==> config.mk <==
export PLATFORM = sky130hd
export DESIGN_NAME = logic_gate_pipe
export DESIGN_NICKNAME = d
export VERILOG_FILES = /design/src/rtl/logic_gate_pkg.sv /design/src/rtl/logic_gate_pipe_reduce.sv /design/src/rtl/logic_gate_pipe.sv
export SDC_FILE = /design/constraint.sdc
export NUM_CORES = 1
export LEC_CHECK = 0
export CAP_MARGIN = 20
export CORE_AREA = 2 2 39 41
export CTS_BUF_LIST = sky130_fd_sc_hd__clkbuf_16
export DETAILED_ROUTE_END_ITERATION = 6
export DIE_AREA = 0 0 41 43
export PLACE_DENSITY_LB_ADDON = 0.1
export SLEW_MARGIN = 20
export SYNTH_ARGS = -nofsm -noshare
export SYNTH_HDL_FRONTEND = slang
export SYNTH_HIERARCHICAL = 1
export SYNTH_SLANG_ARGS = --single-unit
==> constraint.sdc <==
create_clock -name CLK -period 3.1 [get_ports CLK]
set_input_delay 0.93 -clock CLK [delete_from_list [all_inputs] [get_ports CLK]]
set_output_delay 0.93 -clock CLK [all_outputs]
set_load 0.01 [all_outputs]
==> src/rtl/logic_gate_pkg.sv <==
// Shared definitions for logic_gate_pipe: operation encoding, result buffer
// depth and buffer occupancy states.
package logic_gate_pkg;

  localparam int unsigned BUF_DEPTH = 2;

  typedef enum logic [2:0] {
    MODE_AND  = 3'd0,
    MODE_OR   = 3'd1,
    MODE_XOR  = 3'd2,
    MODE_NAND = 3'd3,
    MODE_NOR  = 3'd4,
    MODE_XNOR = 3'd5,
    MODE_PASS = 3'd6,
    MODE_INV  = 3'd7
  } mode_e;

  typedef enum logic [1:0] {
    CNT_EMPTY,
    CNT_ONE,
    CNT_FULL
  } cnt_e;

  // Number of buffered results represented by an occupancy state.
  function automatic int unsigned occupancy(input cnt_e s);
    case (s)
      CNT_EMPTY: return 0;
      CNT_ONE:   return 1;
      default:   return 2;
    endcase
  endfunction

endpackage

==> src/rtl/logic_gate_pipe_reduce.sv <==
// gate_reduce: combinational bitwise reduction across NUM_IN operands of
// WIDTH bits, selected by mode.
module gate_reduce
  import logic_gate_pkg::*;
#(
  parameter int unsigned WIDTH  = 1,
  parameter int unsigned NUM_IN = 2
) (
  input  logic [NUM_IN*WIDTH-1:0] data,
  input  logic [2:0]              mode,
  output logic [WIDTH-1:0]        result
);

  logic [WIDTH-1:0] red_and;
  logic [WIDTH-1:0] red_or;
  logic [WIDTH-1:0] red_xor;
  logic [WIDTH-1:0] op0;

  assign op0 = data[WIDTH-1:0];

  // Fold every operand into the three base reductions.
  always_comb begin
    red_and = '1;
    red_or  = '0;
    red_xor = '0;
    for (int unsigned k = 0; k < NUM_IN; k++) begin
      red_and = red_and & data[k*WIDTH +: WIDTH];
      red_or  = red_or  | data[k*WIDTH +: WIDTH];
      red_xor = red_xor ^ data[k*WIDTH +: WIDTH];
    end
  end

  // Select the requested operation.
  always_comb begin
    result = '0;
    case (mode_e'(mode))
      MODE_AND:  result = red_and;
      MODE_OR:   result = red_or;
      MODE_XOR:  result = red_xor;
      MODE_NAND: result = ~red_and;
      MODE_NOR:  result = ~red_or;
      MODE_XNOR: result = ~red_xor;
      MODE_PASS: result = op0;
      MODE_INV:  result = ~op0;
      default:   result = '0;
    endcase
  end

endmodule

==> src/rtl/logic_gate_pipe.sv <==
// logic_gate_pipe: valid/ready wrapper around gate_reduce with a 2-entry
// in-order result buffer and 1-cycle latency.
// Optional feature: define LOGIC_GATE_PIPE_PARITY_EN to add OUT_PAR, the
// stored XOR of all bits of each buffered result.
module logic_gate_pipe
  import logic_gate_pkg::*;
#(
  parameter int unsigned WIDTH  = 1,
  parameter int unsigned NUM_IN = 2
) (
  input  logic                    CLK,
  input  logic                    RSTn,
  input  logic [NUM_IN*WIDTH-1:0] IN_DATA,
  input  logic [2:0]              MODE,
  input  logic                    IN_VALID,
  output logic                    IN_READY,
  output logic [WIDTH-1:0]        OUT_DATA,
  output logic                    OUT_VALID,
  input  logic                    OUT_READY
`ifdef LOGIC_GATE_PIPE_PARITY_EN
  ,
  output logic                    OUT_PAR
`endif
);

  cnt_e             state;
  cnt_e             state_next;
  logic [WIDTH-1:0] result;
  logic [WIDTH-1:0] head;
  logic [WIDTH-1:0] tail;
  logic             push;
  logic             pop;
  logic             load_head_new;
  logic             load_head_tail;
  logic             load_tail;

  gate_reduce #(
    .WIDTH  (WIDTH),
    .NUM_IN (NUM_IN)
  ) u_reduce (
    .data   (IN_DATA),
    .mode   (MODE),
    .result (result)
  );

  assign push = IN_VALID & IN_READY;
  assign pop  = OUT_VALID & OUT_READY;

  // Head is what OUT_DATA shows; tail only holds the second entry.
  // A push meeting a pop at one entry replaces the head directly.
  assign load_head_new  = push & ((state == CNT_EMPTY) | pop);
  assign load_head_tail = pop & (state == CNT_FULL);
  assign load_tail      = push & ~pop & (state == CNT_ONE);

  // Occupancy state register.
  always_ff @(posedge CLK or negedge RSTn) begin
    if (!RSTn) state <= CNT_EMPTY;
    else       state <= state_next;
  end

  // Occupancy transitions from push/pop.
  always_comb begin
    state_next = state;
    case (state)
      CNT_EMPTY: if (push) state_next = CNT_ONE;
      CNT_ONE: begin
        if (push && !pop)      state_next = CNT_FULL;
        else if (pop && !push) state_next = CNT_EMPTY;
      end
      CNT_FULL:  if (pop) state_next = CNT_ONE;
      default:   state_next = CNT_EMPTY;
    endcase
  end

  // Handshake flags decoded from registered occupancy only.
  always_comb begin
    IN_READY  = occupancy(state) < BUF_DEPTH;
    OUT_VALID = occupancy(state) > 0;
  end

  // Result buffer entries.
  always_ff @(posedge CLK or negedge RSTn) begin
    if (!RSTn) begin
      head <= '0;
      tail <= '0;
    end else begin
      if (load_head_new)       head <= result;
      else if (load_head_tail) head <= tail;
      if (load_tail)           tail <= result;
    end
  end

  assign OUT_DATA = head;

`ifdef LOGIC_GATE_PIPE_PARITY_EN
  logic par_head;
  logic par_tail;

  // Parity stored alongside each buffer entry.
  always_ff @(posedge CLK or negedge RSTn) begin
    if (!RSTn) begin
      par_head <= 1'b0;
      par_tail <= 1'b0;
    end else begin
      if (load_head_new)       par_head <= ^result;
      else if (load_head_tail) par_head <= par_tail;
      if (load_tail)           par_tail <= ^result;
    end
  end

  assign OUT_PAR = par_head;
`endif

endmodule

==> impl_metrics.toml, run 1 <==
[worst_setup_path]
r2r-start = "state[1]$_DFFE_PN0P_"
ff2ff_path_depth = 3
cpMaxStageDelayCell = "clkdlybuf4s50_1"
cp-start-kind = "input pin"
crit_buf_inv = 3
crit_path_start = "IN_DATA[0]"
required_ps = 3220
critPathKind = "in -> reg"
cp_common_cell = "inv_1"
max_stage_delay_ps = 520
crit_chain = "clkdlybuf4s50_1 > inv_1 > ha_1 > nand2b_1 > nand3_1 > o22ai_1 > a311oi_2 > inv_1 > a311oi_1"
critical-path-top-delay-family = "buffers and inverters"
crit_arrival_ps = 2650
cp-end-kind = "register"
cp.depth = 9
cp_max_fo = 3

[drt]
drc = 0
routed_wl_um = 756
via_per_inst = 4.657
routedWlPerCell_um = 11.28
first_iter_violations = 2
drt_first_pass_iters = 2
ant_nets = 0
num_vias = 312

[timing]
grt_setup_unrepaired = "no"
slew_headroom = 0.8069
drv_slew = 0
whs_ps = 509.5
fin_crit_ps = 2531
setup_viol = 0
fin_crit_sh = 0.8166
fin_worst_skew_ps = 1.482
hold_viol = 0
setup_tns_ps = 0
setup_ws_ps = 568.6
fmax_mhz = 395.0
worst_pin_slew_ps = 289.7

[yosys]
synth_compound_area_frac = 0.1600
synth_nets = 48
synth_top_family_by_area = "simple AND/OR/NAND/NOR gates"
synth_fa_ha_area_frac = 0.07273
synthMuxAreaShare = 0.1309
yosys-top-cells-area = "dfrtp_1, mux2i_1, ha_1, nand2b_1, a311oi_2"
netlist_area_um2 = 344.1
synthDominantCellAreaShare = 0.2909
syn_inst = 37
synth_cell_types = 22
syn_avg_cell_area_um2 = 9.299
synthSimpleGateAreaFrac = 0.2655
synth_top_area_cell = "dfrtp_1"
ys_warn_count = 6
ys_seq_area_frac = 0.2909
synth-xor-area-share = 0.02545
ys_ff_latch = 4

[clocking]
clock_latency_ps = 220
clk_pin_slew_ps = 30
numCtsBuffers = 3
ctsResizeCount = 0
clock_sinks = 4
root_buffer = "clkbuf_16"
hold_buffers = 0
htree_levels = 1
cts_tree = "done"
clk_path_buf_depth = 2
cts_setup_buffers = 0

[global_route]
antenna_found_initial = 0
grt-ovfl-total = 0
first_global_vias = 311
grt_max_degree = 8
grt_pass1_wl_mm = 1.269
grt_usage = 0.1196

[worst_hold_path]
hp-start = "tail$_DFFE_PN0P_"
holdPathStages = 1
worstHoldPathType = "reg -> reg"

[power]
total_power_mw = 0.3739
power_density_nw_per_um2 = 680.8
peakVddDrop_mv = 0.3386
p_leak_nw = 0.2456

[floorplan]
coreArea_um2 = 1384
ioPinCount = 12
dieWidth_um = 41
start_util = 0.2486
die_h_um = 43
dieArea_um2 = 1763
rows = 14

[place]
dp_hpwl_um = 613
pre_cts_ws_ps = 313.2
gp_congestion = 0.6164
numPortBuffers = 11

[finish]
diodes = 0
num-nets-final = 64
drive_gt1_frac = 0.1569
syn_to_final_growth_pct = 59.64

[run_status]
status = "finished, final reports clean"

[flow_run]
maxCapViolCount = 0
==> metal layers <==
layer	vias up	track usage	part of all wire
met3	4	0.06806	0.081
met4	0	0.1200	0.038
met5	-	0	0
met2	12	0.1781	0.53
met1	138	0.1000	0.35
li1	158	-	-
==> worst paths after layout <==
check                                  endpoint  slack [ps]
min in group asynchronous  OUT_DATA$_DFFE_PN0P_         900
max in group asynchronous      tail$_DFFE_PN0P_        2040
min                            tail$_DFFE_PN0P_         510
min reg2reg                    tail$_DFFE_PN0P_         510
max reg2reg                    tail$_DFFE_PN0P_        1920
max                        OUT_DATA$_DFFE_PN0P_         570
==> final cells by class <==
type | instances | area [µm²]
Sequential cell | 4 | 100.1
Timing Repair Buffer | 11 | 110.1
Fill cell | 135 | 834.6
Tap cell | 16 | 20.02
Inverter | 5 | 18.77
Multi-Input combinational cell | 28 | 225.2
Clock buffer | 3 | 75.07
==> placed cells by master (no fill, tap or decap), drive strengths merged <==
cell	count
a311oi	2
or2	1
nand2b	3
xnor2	1
mux2	1
dfrtp	4
ha	2
o22ai	2
clkbuf	3
or2b	1
inv	5
clkdlybuf4s50	11
nor2b	1
nor2	2
nand2	1
mux2i	3
and2b	2
a21oi	2
a221oi	1
nor4b	1
nor3	1
nand3	1
==> stage by stage <==
| stage | std cells | area, µm² | utilization |
|---|---|---|---|
| floorplan | 37 | 344.1 | - |
| global placement | 64 | 474.2 | 0.3427 |
| detailed placement | 64 | 474.2 | 0.3427 |
| CTS | 67 | 549.3 | 0.3969 |
| global route | 67 | 549.3 | 0.3969 |
| finish | 67 | 549.3 | 0.3969 |
==> where the power goes <==
group | total, mW | switching, mW | internal [mW]
Combinational | 0.0895 | 0.0328 | 0.0567
Clock | 0.200 | 0.0354 | 0.165
Sequential | 0.0844 | 0.0163 | 0.0681
Total | 0.374 | 0.0844 | 0.289
==> flip-flops by register name (all words and copies together) (netlist names) <==
name / cells
OUT_DATA: 1
state: 2
tail: 1
==> cell families after synthesis <==
family / Yosys count
flops: 4
xor+xnor: 1
mux: 4
fa+ha+maj: 2
simple gates: 14
buf+inv: 5
compound gates: 7
==> synth_stat cells (all sizes together) <==
cell	count
inv	5
or2b	1
nor2b	1
mux2	1
nor2	2
nand2b	3
xnor2	1
a21oi	2
mux2i	3
nand2	1
ha	2
dfrtp	4
o22ai	2
a311oi	2
and2b	2
or2	1
nor4b	1
nand3	1
a221oi	1
nor3	1
Note: power is estimated with default switching activity, not from simulation.
==> run 2, diff against run 1 <==
Clock period 3.1 ns to 2.6 ns, I/O delays scaled along.
==> run 2 against run 1 <==
Total power increased by 20%. Critical endpoint unchanged. Final area increased by 1.4%. Count of clock-buffer cells in the layout unchanged. Clock skew increased by 3.0 ps. Sequential share of layout area decreased by 0.25 points. Largest power group unchanged.
==> impl_metrics.toml, run 2 (synthesized netlist as in run 1, its figures left out) <==
[finish]
stdcell_area_um2 = 556.8
drive_gt1_frac = 0.1731
largest_register = "state"
most-common-layout-cells = "clkdlybuf4s50_1, dfrtp_1, inv_1"
largest_reg_flops = 2
mostFrequentLayoutCell = "clkdlybuf4s50_1"
diodes = 0
num-nets-final = 65
syn_to_final_growth_pct = 61.82

[floorplan]
die_h_um = 43
dieArea_um2 = 1763
coreArea_um2 = 1384
dieWidth_um = 41
ioPinCount = 12
rows = 14
start_util = 0.2486

[power]
p_int_mw = 0.3462
seq_power_share = 0.225
p_clk_frac = 0.530
power_density_nw_per_um2 = 805.7
combPwrFrac = 0.245
peakVddDrop_mv = 0.2387
p_leak_nw = 0.2504
p_switching_mw = 0.1024
sw_frac_of_total = 0.2282

[timing]
fin_worst_skew_ps = 4.499
setup_viol = 0
slew_headroom = 0.8191
grt_setup_unrepaired = "no"
drv_slew = 0
fin_crit_ps = 2338
setup_tns_ps = 0
worst_pin_slew_ps = 267.6
fin_crit_sh = 0.8993
fmax_mhz = 427.7
hold_viol = 0

[clocking]
numCtsBuffers = 3
cts_tree = "done"
clk_path_buf_depth = 2
clock_sinks = 4
ctsResizeCount = 0
clock_latency_ps = 220
clk_pin_slew_ps = 30
cts_setup_buffers = 0
root_buffer = "clkbuf_16"
hold_buffers = 0
htree_levels = 1

[drt]
num_vias = 330
via_per_inst = 4.853
first_iter_violations = 3
drc = 0
ant_nets = 0
routedWlPerCell_um = 11.71
routed_wl_um = 796
drt_first_pass_iters = 2

[global_route]
grt_usage = 0.1207
grt_pass1_wl_mm = 1.297
antenna_found_initial = 0
grt-ovfl-total = 0
first_global_vias = 338
grt_max_degree = 8

[worst_setup_path]
cp_common_cell = "inv_1"
cp_max_fo = 2
ff2ff_path_depth = 3
cpMaxStageDelayCell = "clkdlybuf4s50_1"
crit_chain = "clkdlybuf4s50_1 > inv_1 > ha_1 > nand2b_1 > nand3_1 > o22ai_1 > a311oi_2 > inv_1 > a311oi_1"
max_stage_delay_ps = 470
crit_arrival_ps = 2450
cp-start-kind = "input pin"
required_ps = 2710
cp-end-kind = "register"
critPathKind = "in -> reg"

[place]
numPortBuffers = 11
gp_congestion = 0.6111
dpl-instance-area_um2 = 481.7

[worst_hold_path]
worstHoldPathType = "reg -> reg"
holdPathStages = 1

[flow_run]
maxCapViolCount = 0

[run_status]
status = "finished, final reports clean"
run 2: through the flow:
stage | std cells | hold slack (ps) | setup WS (ps) | total power [mW] | util
floorplan | 37 | 482.5 | 686.4 | 0.1575 | -
detailed placement | 65 | 518.0 | 43.36 | 0.2125 | 0.3481
finish | 68 | 518.8 | 261.8 | 0.4486 | 0.4024
CTS | 68 | 523.9 | 226.9 | 0.4532 | 0.4024
global placement | 65 | 512.9 | 124.8 | 0.2087 | 0.3481
global route | 68 | 544.1 | 114.7 | 0.4744 | 0.4024
run 2: per-layer routing:
metal / routed length [µm] / up-vias / GRT usage
met5: 0 / - / 0
met4: 25 / 0 / 0.1000
met3: 55 / 4 / 0.05236
met2: 475 / 11 / 0.2188
met1: 240 / 152 / 0.08091
li1: - / 163 / -
run 2: power by group through the flow:
stage	clock network [mW]	registers [mW]	logic, mW
6_report	0.238	0.101	0.110
3_3_place_gp	0	0.100	0.109
4_1_cts	0.240	0.101	0.112
5_1_grt	0.248	0.104	0.122
3_5_place_dp	0	0.102	0.111
2_1_floorplan	0	0.0987	0.0588
run 2: layout make-up:
type	count	area, µm²
Clock buffer	3	75.07
Fill cell	147	827.0
Inverter	5	18.77
Multi-Input combinational cell	28	225.2
Sequential cell	4	100.1
Tap cell	16	20.02
Timing Repair Buffer	12	117.6
run 2: worst paths after layout:
check / end / from / slack [ps]
max in group asynchronous: state[1]$_DFFE_PN0P_ / RSTn / 1680
hold / removal: tail$_DFFE_PN0P_ / tail$_DFFE_PN0P_ / 520
hold reg to reg: tail$_DFFE_PN0P_ / tail$_DFFE_PN0P_ / 520
setup reg to reg: tail$_DFFE_PN0P_ / state[1]$_DFFE_PN0P_ / 1430
min in group asynchronous: state[0]$_DFFE_PN0P_ / RSTn / 750
setup / recovery: OUT_DATA$_DFFE_PN0P_ / IN_DATA[0] / 260
run 2: critical path, delay by kind of cell:
kind	cells	cell delay (ps)
buffers and inverters	3	590
AOI/OAI and AO/OA	3	550
adders and majority gates	1	300
and+or+nand+nor	2	230
==> run 3, diff against run 2 <==
Settings changed: SKIP_CTS_REPAIR_TIMING set to 1.
==> results of run 3 <==
Same layout as run 2: the final DEF is identical, and so are final timing and power.
